$ cat config.mk
export PLATFORM = sky130hd
export DESIGN_NAME = fetch_stage
export DESIGN_NICKNAME = d
export VERILOG_FILES = /design/src/rtl/fetch_stage.sv
export SDC_FILE = /design/constraint.sdc
export NUM_CORES = 1
export LEC_CHECK = 0
export ABC_CLOCK_PERIOD_IN_PS = 2940
export CORE_UTILIZATION = 40
export CTS_BUF_LIST = sky130_fd_sc_hd__clkbuf_2
export DETAILED_ROUTE_END_ITERATION = 6
export PLACE_DENSITY = 0.8
export SYNTH_ARGS = -nofsm -noshare
export SYNTH_HDL_FRONTEND = slang
export SYNTH_SLANG_ARGS = --single-unit
$ cat constraint.sdc
create_clock -name i_clk -period 2.94 [get_ports i_clk]
set_input_delay 0.441 -clock i_clk [delete_from_list [all_inputs] [get_ports i_clk]]
set_output_delay 0.441 -clock i_clk [all_outputs]
set_load 0.02 [all_outputs]
$ cat src/rtl/fetch_stage.sv
// fetch_stage: instruction-fetch stage of the LEGv8 pipelined core.
// Holds the program counter, presents a 10-bit word address to the
// instruction ROM, and captures the returned instruction together with
// its PC into the IF/ID pipeline register. Supports stall (hold
// everything), redirect (load branch target and flush IF/ID) and keeps
// a count of real instructions handed to decode.
module fetch_stage #(
  parameter int              N         = 64,
  parameter int              IW        = 32,
  parameter logic [IW-1:0]   NOP_INSTR = 32'h8b1f03ff
) (
  input  logic          i_clk,
  input  logic          i_reset,
  input  logic          i_stall,
  input  logic          i_redirect,
  input  logic [N-1:0]  i_redirect_pc,
  output logic [9:0]    o_imem_addr,
  input  logic [IW-1:0] i_imem_q,
  output logic [N-1:0]  o_pc,
  output logic [N-1:0]  o_if_id_pc,
  output logic [IW-1:0] o_if_id_instr,
  output logic          o_if_id_valid,
  output logic [31:0]   o_fetch_count
);

  // Architectural state of the stage.
  logic [N-1:0]  r_pc;
  logic [N-1:0]  r_if_id_pc;
  logic [IW-1:0] r_if_id_instr;
  logic          r_if_id_valid;
  logic [31:0]   r_fetch_count;

  // Branch target forced onto a word boundary; the low two byte-offset
  // bits of the target are deliberately discarded.
  logic [N-1:0]  w_redirect_target;
  logic          w_unused_target_bits;

  // Sequential PC for the free-running case, wraps modulo 2^N.
  logic [N-1:0]  w_pc_plus4;

  assign w_redirect_target    = {i_redirect_pc[N-1:2], 2'b00};
  assign w_unused_target_bits = ^i_redirect_pc[1:0];
  assign w_pc_plus4           = r_pc + N'(4);

  // The ROM address comes straight from the PC register so that stall
  // and redirect never reach the memory combinationally.
  assign o_imem_addr = r_pc[11:2];

  // PC register: reset > redirect > stall > advance.
  always_ff @(posedge i_clk) begin
    if (i_reset) begin
      r_pc <= '0;
    end else if (i_redirect) begin
      r_pc <= w_redirect_target;
    end else if (!i_stall) begin
      r_pc <= w_pc_plus4;
    end
  end

  // IF/ID register: bubble on reset or redirect, hold on stall,
  // otherwise capture the instruction the ROM returns for the current PC.
  always_ff @(posedge i_clk) begin
    if (i_reset || i_redirect) begin
      r_if_id_instr <= NOP_INSTR;
      r_if_id_pc    <= '0;
      r_if_id_valid <= 1'b0;
    end else if (!i_stall) begin
      r_if_id_instr <= i_imem_q;
      r_if_id_pc    <= r_pc;
      r_if_id_valid <= 1'b1;
    end
  end

  // Debug counter of real instructions handed to decode; only the
  // advance case loads a valid instruction, so only it counts.
  always_ff @(posedge i_clk) begin
    if (i_reset) begin
      r_fetch_count <= '0;
    end else if (!i_redirect && !i_stall) begin
      r_fetch_count <= r_fetch_count + 32'd1;
    end
  end

  assign o_pc          = r_pc;
  assign o_if_id_pc    = r_if_id_pc;
  assign o_if_id_instr = r_if_id_instr;
  assign o_if_id_valid = r_if_id_valid;
  assign o_fetch_count = r_fetch_count;

endmodule

Word-level counts from Yosys, hierarchy flattened
Index checks and enable logic that the tools add are counted.
- bits in registers: 193
- output and inout bits: 203
- logic and storage cells: 16
- add/sub/neg operators: 2
- equality and inequality tests: 1
- muxes and demuxes: 2
- reductions and logical operators: 5
- operators by type and width (cell ; number):
    $mux W64 ; 2
    $add A64 B3 Y64 const B ; 1
    $add A32 B1 Y32 const B ; 1
    $logic_not A1 Y1 ; 2
    $ne A2 B1 Y1 const B ; 1
    $reduce_or A2 Y1 ; 1
    $logic_and A1 B1 Y1 ; 1
    $logic_or A1 B1 Y1 ; 1

Logic depth before layout (Yosys ltp)
Gate-level depths: netlist of run 1.
- depth in word-level cells: 3
- gate-level depth with buffers: 8
- depth with buffers taken out: 6

Worst setup path after synthesis of run 1
No wires, ideal clock.
- path kind: flip-flop to flip-flop
- start: register r_pc[30] (netlist: o_pc[30])
- end: register r_pc[56] (netlist: o_pc[56])
- data arrival time: 2.137 ns
- required time: 2.849 ns
- slack: 0.712 ns
- stages on the path, launching flop included: 6
- buffers on the path: 0
- period minus slack after synthesis: 2.228 ns
- cell sequence: dfxtp_1 nand4_4 nor4_4 or3b_1 or4_1 a311oi_1
- cells in the longest elaborated chain, start to end: 3
- ends and longest elaborated chain (element ; RTL line ; source):
    start: declaration ; 27 ; logic [N-1:0] r_pc;
    start signal: assignment ; 54 ; r_pc <= w_redirect_target;
    start signal: assignment ; 56 ; r_pc <= w_pc_plus4;
    $add A64 B3 Y64 ; 43 ; assign w_pc_plus4 = r_pc + N'(4);
    $mux W64 ; 55 ; end else if (!i_stall) begin
    $mux W64 ; 53 ; end else if (i_redirect) begin
No other way between the ends. The select of a mux whose other input is x is not followed.
A chain may end at the register's enable or synchronous reset.

Final worst setup path of run 1
- start: register r_pc[8] (netlist: o_pc[8])
- end: output port o_pc[8]
- RTL lines (element ; RTL line ; source):
    end: declaration ; 19 ; output logic [N-1:0] o_pc,
No word-level cell between the ends.

==> flow_metrics.py, run 1 <==
metrics = {
    "setup_path": {
        "r2r_slack_ps": 400,
        "worst-path-buf-inv": 1,
        "reg2reg_from": "o_pc[4]$_SDFFE_PP0P_",
        "worstSetupPathType": "reg -> out",
        "required_ps": 2500,
        "crit-reg2reg-capture": "o_pc[46]$_SDFFE_PP0P_",
        "crit_path_max_incr_delay_ps": 720,
        "cpLargestDelayFamily": "buffers and inverters",
        "cp_data_arrival_time_ps": 2170,
        "crit_path_start_kind": "flip-flop",
        "end_kind": "output pin",
        "path_cells": "clkdlybuf4s50_1",
        "cp_max_fo": 12,
        "reg2regPathDepth": 5,
        "crit_slowest_cell": "clkdlybuf4s50_1",
    },
    "final_layout": {
        "drive_gt1_share_pct": 5.92,
        "fin_nets": 1356,
        "area_growth_pct": 41.0,
    },
    "timing": {
        "rsz0062_at_grt": "false",
        "clock-skew-final_ps": 25.9,
        "clock.fmax_mhz": 383,
        "fin_crit_ps": 2610,
        "relSlewSlack_pct": 48.0,
        "max_slew.worst_pin.slew_ps": 774,
        "drv_slew": 0,
        "finalHoldViolCount": 0,
        "final.period_utilization_pct": 88.7,
        "fin_setup_tns_ps": 0,
        "layout_setup_ws_ps": 332,
        "final-setup-viol-count": 0,
    },
    "floorplanning": {
        "die_area_sq_um": 22200,
        "initial_core_util_pct": 41.0,
        "die_x_um": 149,
        "ios": 303,
        "die_y_um": 149,
        "num_rows": 53,
        "core_sq_um": 21100,
    },
    "synthesis": {
        "ys_warn_count": 0,
        "synth_top_area_cell": "dfxtp_1",
        "synth_top_area_share_pct": 43.8,
        "ys_async_sr_fraction_pct": 0,
        "synth.top_cells.by_count": "dfxtp_1, nor2_1, mux2i_1, nand2_1, xnor2_1",
        "synthFlopType": "dfxtp_1",
        "yosys.cell_types.count": 55,
        "synth_top_cells_by_area": "dfxtp_1, mux2i_1, nor2_1, xnor2_1, nand4_1",
        "seq_area_frac_synth_pct": 43.8,
        "synth_edf_count": 0,
        "syn_inst": 979,
        "ys_seq_elements": 189,
        "yosys.cell_count.top_type": "dfxtp_1",
        "syn_avg_cell_area_sq_um": 8.83,
        "syn_area_sq_um": 8640,
    },
    "cts": {
        "cts.sinks": 189,
        "clkTransAtPathRegs_ps": 290,
        "insertion_delay_ps": 760,
        "htree_levels": 4,
        "numCtsBuffers": 17,
        "clockBufferDepth": 2,
        "cts_tree": "built",
        "cts_setup_buffers": 0,
        "cts-root-buf": "clkbuf_2",
    },
    "worst_hold_path": {
        "min_from": "i_redirect_pc[38]",
        "hold_depth": 3,
        "min_delay_worst_endpoint": "o_pc[38]$_SDFFE_PP0P_",
        "hold_path_class": "in -> reg",
    },
    "power": {
        "leakage_nw": 4.45,
        "power_density_nw_per_um2": 423,
        "internal_power_w": 0.00366,
        "power_w": 0.00516,
        "seq_power_share_pct": 53.9,
        "p_clk_share_pct": 30.2,
        "power_switching_w": 0.00150,
        "peakVddDrop_v": 0.000216,
        "combPwrFrac_pct": 15.9,
        "p_sw_share_pct": 29.0,
    },
    "global_route": {
        "antenna_found_initial": 1,
        "grt_first_pass_wirelength_um": 39900,
        "track_usage_pct": 22.7,
        "grt_max_degree": 49,
        "grt_pass1_vias": 7635,
        "grt_remaining_overflow": 0,
    },
    "drt": {
        "vias": 8215,
        "drt-pass1-iter-count": 5,
        "post_drt_wl_per_cell_um": 16.7,
        "first_iter_violations": 467,
        "via_per_inst": 5.32,
        "routed_wl_um": 25700,
        "drc": 0,
        "antenna_violating_nets_post_route": 0,
    },
    "run_status": {
        "status": "complete, no violations",
    },
    "placed_design": {
        "pre_cts_slack_ps": 460,
        "dp_hpwl_um": 18500,
        "io_buffers": 296,
        "gp_congestion": 0.836,
    },
    "run": {
        "cap_violations": 0,
    },
}
[power groups by stage]
stage               Clock (W)  Combinational (W)  Sequential [W]
floorplan                   0           0.000314         0.00291
global placement            0           0.000809         0.00282
detailed placement          0           0.000818         0.00282
CTS                   0.00159           0.000824         0.00278
global route          0.00170           0.000878         0.00280
finish                0.00156           0.000820         0.00278
[cells in the final DEF (no fill, tap or decap), types with 5 or more instances in the layout]
cell type and count:
nand3_1 35, a311oi_1 12, a211oi_1 21, mux2i_1 100, nor4_1 19, nand2_1 62, o211ai_1 6, o31ai_1 8
nor2_1 162, clkdlybuf4s50_1 293, nor3_1 20, or4_1 10, nand4_1 39, inv_1 21, dfxtp_1 189, buf_4 29
inv_6 5, clkbuf_2 17, a2111oi_0 7, xor2_1 17, a21oi_1 26, xnor2_1 40, and4_1 11, o21ai_0 8
or3_1 14, and3_1 18
[repair_timing]
item / 4_1_cts / 5_1_grt
hold buffers: 2 / 1
hold endpoints to repair: 4 / 5
gates resized for setup: 0 / 0
[cell type report]
type                            count  area [sq um]
Antenna cell                        2          5.00
Fill cell                        1849          8910
Inverter                           22          82.6
Multi-Input combinational cell    695          4440
Sequential cell                   189          3780
Clock buffer                       17          85.1
Clock inverter                     14           205
Timing Repair Buffer              329          3240
Tap cell                          275           344
[per-stage QoR]
step                      std cells  hold WS [ps]  util, %  cell area, sq um
after global placement         1507           435     56.2             11900
after CTS                      1540          9.57     57.7             12200
after detailed placement       1507           438     56.2             11900
after global routing           1542           115     57.7             12200
final                          1543           209     57.8             12200
after floorplan                 982           522        -              8650
[how the worst max path moves through the flow]
stage                            endpoint  cells past startpoint  slack, ps             startpoint
global placement    o_pc[37]$_SDFFE_PP0P_                      6        510   o_pc[4]$_SDFFE_PP0P_
detailed placement  o_pc[43]$_SDFFE_PP0P_                      5        460   o_pc[4]$_SDFFE_PP0P_
CTS                               o_pc[8]                      1        270   o_pc[8]$_SDFFE_PP0P_
finish                            o_pc[8]                      1        330   o_pc[8]$_SDFFE_PP0P_
floorplan           o_pc[56]$_SDFFE_PP0P_                      5        710  o_pc[30]$_SDFFE_PP0P_
global route        o_pc[60]$_SDFFE_PP0P_                      5        160  o_pc[47]$_SDFFE_PP0P_
[flip-flops by register name (all words and copies together) (netlist names)]
name           count
o_fetch_count     32
o_if_id_instr     32
o_if_id_pc        62
o_if_id_valid      1
o_pc              62
[worst register-to-register path, stage by stage (launching register included)]
cell and delay (ps):
dfxtp_1 590, and4_1 460, and4_1 260, nand4_1 310
or4_1 600, a311oi_1 260
[per-layer routing]
metal / wire, um / vias to the layer above / GRT usage [%]
met3: 2130 / 32 / 6.70
met2: 12300 / 306 / 38.3
li1: - / 4009 / -
met1: 10900 / 3868 / 27.9
met5: 0 / - / 0
met4: 402 / 0 / 6.79
[kinds of logic after synthesis]
kind of cell               Yosys count  share of synthesized area [%]
DFF                                189                           43.8
other                                1                         0.0434
buffers and inverters               98                           5.00
and+or+nand+nor                    425                           24.9
adders and majority gates            2                          0.290
muxes                              100                           11.6
xor gates and xnor gates            57                           5.78
AOI/OAI and AO/OA                  107                           8.59
Power figures use the tool's default switching activity.
==> run 2: changes to the inputs <==
Settings changed: CORE_MARGIN set to 3, SLEW_MARGIN set to 20.
==> run 2 against run 1 <==
Effect of this change: worst hold slack lost 56 ps; combinational power grew 1%; register-to-register slack gained 40 ps; non-clock buffer count grew 4; flip-flop and latch count is the same; routed wire length grew 4.4%.
==> flow_metrics.py, run 2 (synthesis results as in run 1) <==
metrics = {
    "final_layout": {
        "fin_nets": 1360,
        "final_common_cell": "clkdlybuf4s50_1",
        "multi_input_area_sq_um": 4440,
        "final-seq-area_sq_um": 3780,
        "drive_gt1_share_pct": 6.22,
        "fillCellCount": 1912,
        "area_growth_pct": 40.5,
        "final_cell_mix": "clkdlybuf4s50_1, dfxtp_1, nor2_1, mux2i_1, nand2_1",
        "diodes": 0,
        "finalNonFillerCells": 1546,
    },
    "cts": {
        "numCtsBuffers": 17,
        "clkTransAtPathRegs_ps": 330,
        "clockBufferDepth": 2,
        "insertion_delay_ps": 790,
        "post_cts_resized": 0,
        "htree_levels": 4,
        "cts_tree": "built",
        "cts.sinks": 189,
        "cts-root-buf": "clkbuf_2",
    },
    "setup_path": {
        "crit_slowest_cell": "clkdlybuf4s50_1",
        "crit_path_start_kind": "flip-flop",
        "reg2reg_from": "o_pc[24]$_SDFFE_PP0P_",
        "required_ps": 2500,
        "cp_max_fo": 7,
        "startpoint": "o_pc[8]$_SDFFE_PP0P_",
        "worstSetupPathType": "reg -> out",
        "cp_data_arrival_time_ps": 2060,
        "path_cells": "buf_4 -> clkdlybuf4s50_1",
        "crit_path_max_incr_delay_ps": 610,
        "end_kind": "output pin",
    },
    "placed_design": {
        "dp_hpwl_um": 19600,
        "place_inst": 1512,
        "gp_congestion": 0.844,
        "io_buffers": 296,
    },
    "run_status": {
        "status": "complete, no violations",
    },
    "power": {
        "p_sw_share_pct": 30.8,
        "power_w": 0.00495,
        "power_switching_w": 0.00152,
        "internal_power_w": 0.00343,
        "leakage_nw": 4.45,
        "seq_power_share_pct": 56.1,
        "p_clk_share_pct": 27.2,
        "peakVddDrop_v": 0.000247,
        "combPwrFrac_pct": 16.7,
        "power_density_nw_per_um2": 408,
    },
    "drt": {
        "vias": 8251,
        "drc": 0,
        "drt-pass1-iter-count": 5,
        "antenna_violating_nets_post_route": 0,
        "via_per_inst": 5.34,
        "post_drt_wl_per_cell_um": 17.4,
        "first_iter_violations": 364,
        "routed_wl_um": 26800,
    },
    "timing": {
        "clock.fmax_mhz": 401,
        "fin_crit_ps": 2500,
        "max_slew.worst_pin.slew_ps": 823,
        "final.period_utilization_pct": 84.9,
        "fin_setup_tns_ps": 0,
        "drv_slew": 0,
        "relSlewSlack_pct": 44.7,
        "rsz0062_at_grt": "false",
        "finalHoldViolCount": 0,
        "clock-skew-final_ps": 64.8,
        "hold_ws_ps": 153,
        "final-setup-viol-count": 0,
    },
    "worst_hold_path": {
        "hold_path_class": "in -> reg",
        "min_from": "i_reset",
    },
    "global_route": {
        "grt_max_degree": 64,
        "track_usage_pct": 21.9,
        "antenna_found_initial": 1,
        "grt_use_met1_pct": 26.9,
        "met3_usage_pct": 7.39,
        "grt_remaining_overflow": 0,
        "grt_use_met2_pct": 37.4,
        "grt_first_pass_wirelength_um": 42200,
        "grt_pass1_vias": 7856,
        "busiest_layer": "met2",
    },
    "run": {
        "cap_violations": 0,
    },
    "floorplanning": {
        "initial_core_util_pct": 40.8,
        "ios": 303,
        "die_x_um": 153,
        "num_rows": 53,
        "core_sq_um": 21200,
        "die_area_sq_um": 23400,
        "die_y_um": 153,
    },
}
[run 2: changes by cell type in the layout (fill, tap and decap cells not counted), sizes merged]
cell         delta
bufinv          -3
clkinvlp        -1
diode           -2
buf             +5
dlygate4sd3     -1
clkinv          +5
[run 2: layout make-up]
type,count,share of cell area [%]
clock buffers,17,0.701
clock inverters,15,1.30
inverters,22,0.680
multi-input cells,695,36.5
flip-flops and latches,189,31.2
well taps,275,2.83
repair buffers,333,26.8
[run 2: power groups by stage]
stage	Sequential, W	Combinational (W)	Clock, W
final	0.00278	0.000828	0.00135
after global routing	0.00280	0.000885	0.00149
after CTS	0.00278	0.000834	0.00140
after detailed placement	0.00282	0.000827	0
after global placement	0.00281	0.000819	0
after floorplan	0.00291	0.000314	0
[run 2: per-layer routing]
metal / wire length (um) / vias to the layer above
met5: 13 / -
met4: 410 / 2
met3: 2180 / 32
met2: 12900 / 324
met1: 11300 / 3875
li1: - / 4018
[run 2: repair_timing]
action                                  4_1_cts  5_1_grt
buffers inserted                              0        0
endpoints found under the hold margin        10        0
endpoints found under the setup margin        0        0
hold buffers                                  2        0
[run 2: path summary, 6_finish.rpt]
| path | endpoint | slack [ps] | cells after the start |
|---|---|---|---|
| setup reg to reg | o_pc[63]$_SDFFE_PP0P_ | 440 | 5 |
| hold reg to reg | o_if_id_valid$_SDFFE_PP0N_ | 500 | 2 |
| setup / recovery | o_imem_addr[6] | 440 | 2 |
| hold / removal | o_pc[42]$_SDFFE_PP0P_ | 150 | 2 |
[run 2: worst max-delay path: cells and delay by family (launching register included)]
family	cells	cell delay, ps
buffers and inverters	2	820
flip-flops	1	500
[run 2: through the flow]
| stage | util [%] | area, sq um | worst slack, ps |
|---|---|---|---|
| 2_1_floorplan | - | 8650 | 712 |
| 5_1_grt | 57.4 | 12100 | 159 |
| 3_3_place_gp | 56.2 | 11900 | 575 |
| 6_report | 57.4 | 12100 | 443 |
| 3_5_place_dp | 56.2 | 11900 | 475 |
| 4_1_cts | 57.4 | 12100 | 357 |
==> run 3: changes to the inputs <==
Settings changed: ABC_CLOCK_PERIOD_IN_PS 2940 to 2080, PLACE_DENSITY 0.8 to 0.83.
Clock period 2.94 ns to 2.08 ns, I/O delays scaled along.
==> run 3 against run 2 <==
Effect of this change: flip-flop and latch count is the same; clock-buffer cell count unchanged; worst hold slack lost 94 ps; register-to-register slack got worse by 430 ps; die area did not move; cell count grew 5.8%; clock skew hardly changed; global-route usage grew 0.90 points; critical path type is now reg -> reg; critical path depth rose by 3.
==> flow_metrics.py, run 3 (synthesis results as in run 1) <==
metrics = {
    "timing": {
        "fin_setup_tns_ps": 0,
        "clock.fmax_mhz": 483,
        "final-setup-viol-count": 0,
        "rsz0062_at_grt": "true",
        "hold_ws_ps": 58.7,
        "fin_crit_ps": 2070,
        "max_slew.worst_pin.slew_ps": 838,
        "drv_slew": 0,
        "relSlewSlack_pct": 44.1,
        "final.period_utilization_pct": 99.6,
        "finalHoldViolCount": 0,
        "clock-skew-final_ps": 64.4,
    },
    "power": {
        "power_density_nw_per_um2": 540,
        "peakVddDrop_v": 0.000333,
        "power_w": 0.00692,
        "leakage_nw": 5.61,
    },
    "floorplanning": {
        "num_rows": 53,
        "ios": 303,
        "initial_core_util_pct": 40.8,
        "core_sq_um": 21200,
        "die_y_um": 153,
        "die_x_um": 153,
        "die_area_sq_um": 23400,
    },
    "placed_design": {
        "dp_hpwl_um": 20700,
        "io_buffers": 296,
        "dpl_cell_area_sq_um": 12400,
        "gp_congestion": 0.917,
    },
    "drt": {
        "antenna_violating_nets_post_route": 0,
        "drc": 0,
        "met3_length_um": 2280,
        "first_iter_violations": 449,
        "post_drt_wl_per_cell_um": 17.3,
        "vias": 8700,
        "via_per_inst": 5.32,
        "wl_met1_um": 11500,
        "routed.top_layer": "met4",
        "drt-pass1-iter-count": 5,
        "routed-wl-met2_um": 13800,
        "routed_wl_um": 28300,
    },
    "setup_path": {
        "reg2regPathDepth": 5,
        "end_kind": "flip-flop",
        "cp_max_fo": 4,
        "required_ps": 2790,
        "cp_data_arrival_time_ps": 2780,
        "crit_path_start_kind": "flip-flop",
        "worstSetupPathType": "reg -> reg",
    },
    "global_route": {
        "grt_max_degree": 51,
        "grt_first_pass_wirelength_um": 44400,
        "grt_pass1_vias": 8435,
        "antenna_found_initial": 3,
        "grt_remaining_overflow": 0,
        "track_usage_pct": 22.8,
    },
    "final_layout": {
        "multi_input_area_sq_um": 4580,
        "final_common_cell": "dlygate4sd2_1",
        "final_area_sq_um": 12800,
        "final_cell_mix": "dlygate4sd2_1, nor2_1, dfxtp_1, buf_4, mux2i_1",
        "fin_nets": 1447,
        "finish.utilization_pct": 60.6,
        "area_growth_pct": 48.3,
        "fillCellCount": 1810,
        "drive_gt1_share_pct": 17.8,
        "final-seq-area_sq_um": 3880,
    },
    "cts": {
        "clkTransAtPathRegs_ps": 290,
        "numCtsBuffers": 17,
        "insertion_delay_ps": 780,
        "cts_tree": "built",
        "cts-root-buf": "clkbuf_2",
        "cts.sinks": 189,
        "clockBufferDepth": 2,
        "htree_levels": 4,
    },
    "run": {
        "cap_violations": 0,
    },
    "worst_hold_path": {
        "hold_depth": 3,
        "hold_path_class": "in -> reg",
    },
    "run_status": {
        "status": "complete, no violations",
    },
}
[run 3: cell count changes in the layout (fill, tap and decap cells not counted), moves of 4 or more]
cell,previous run,this run
dfxtp_4,0,10
dfxtp_2,0,46
a2111oi_0,7,2
clkdlybuf4s15_1,0,20
dfxtp_1,189,133
nor4_1,19,15
clkdlybuf4s50_1,293,94
buf_4,35,111
clkinv_4,5,1
dlygate4sd3_1,2,9
clkbuf_2,17,24
dlygate4sd2_1,0,173
[run 3: path summary, 6_finish.rpt]
check / to / slack [ps] / from
worst max-delay path: o_pc[56]$_SDFFE_PP0P_ / 9 / o_pc[35]$_SDFFE_PP0P_
worst min-delay path: o_pc[53]$_SDFFE_PP0P_ / 60 / i_redirect_pc[53]
worst max register to register: o_pc[56]$_SDFFE_PP0P_ / 9 / o_pc[35]$_SDFFE_PP0P_
worst min register to register: o_if_id_valid$_SDFFE_PP0N_ / 470 / o_if_id_valid$_SDFFE_PP0N_
[run 3: final cells by class]
cell class | count | area share [%]
antenna | 3 | 0.0586
clock buffer | 17 | 0.664
clock inverter | 15 | 1.02
inverter | 22 | 0.645
multi-input combinational | 695 | 35.8
sequential | 189 | 30.3
tap | 275 | 2.69
timing repair buffer | 420 | 28.9
[run 3: power by group]
group          internal, W  switching (W)
Clock             0.000359        0.00142
Combinational     0.000599       0.000669
Sequential         0.00377       0.000104
[run 3: layer usage]
layer  track usage [%]  vias to the layer above
li1                  -                     4209
met1              27.4                     4090
met2              39.0                      355
met3              7.08                       46
met4              7.64                        0
met5                 0                        -
[run 3: timing repair]
item | 4_1_cts | 5_1_grt
hold buffers | 8 | 1
pin swaps | 10 | 13
endpoints found under the setup margin | 218 | 52
resized for setup | 229 | 68
endpoints found under the hold margin | 32 | 1
setup buffers | 9 | 12
[run 3: metrics by stage]
step / instances / setup slack [ps]
2_1_floorplan: 982 / -25.8
3_5_place_dp: 1571 / -122
6_report: 1636 / 9.32
3_3_place_gp: 1571 / -11.5
5_1_grt: 1636 / -111
4_1_cts: 1620 / -6.36
[run 3: critical path, cell delays in order (launching register included)]
cell	delay (ps)
dfxtp_4	450
nand4_4	140
nor4_4	330
or3b_4	420
or4_1	410
a311oi_1	260
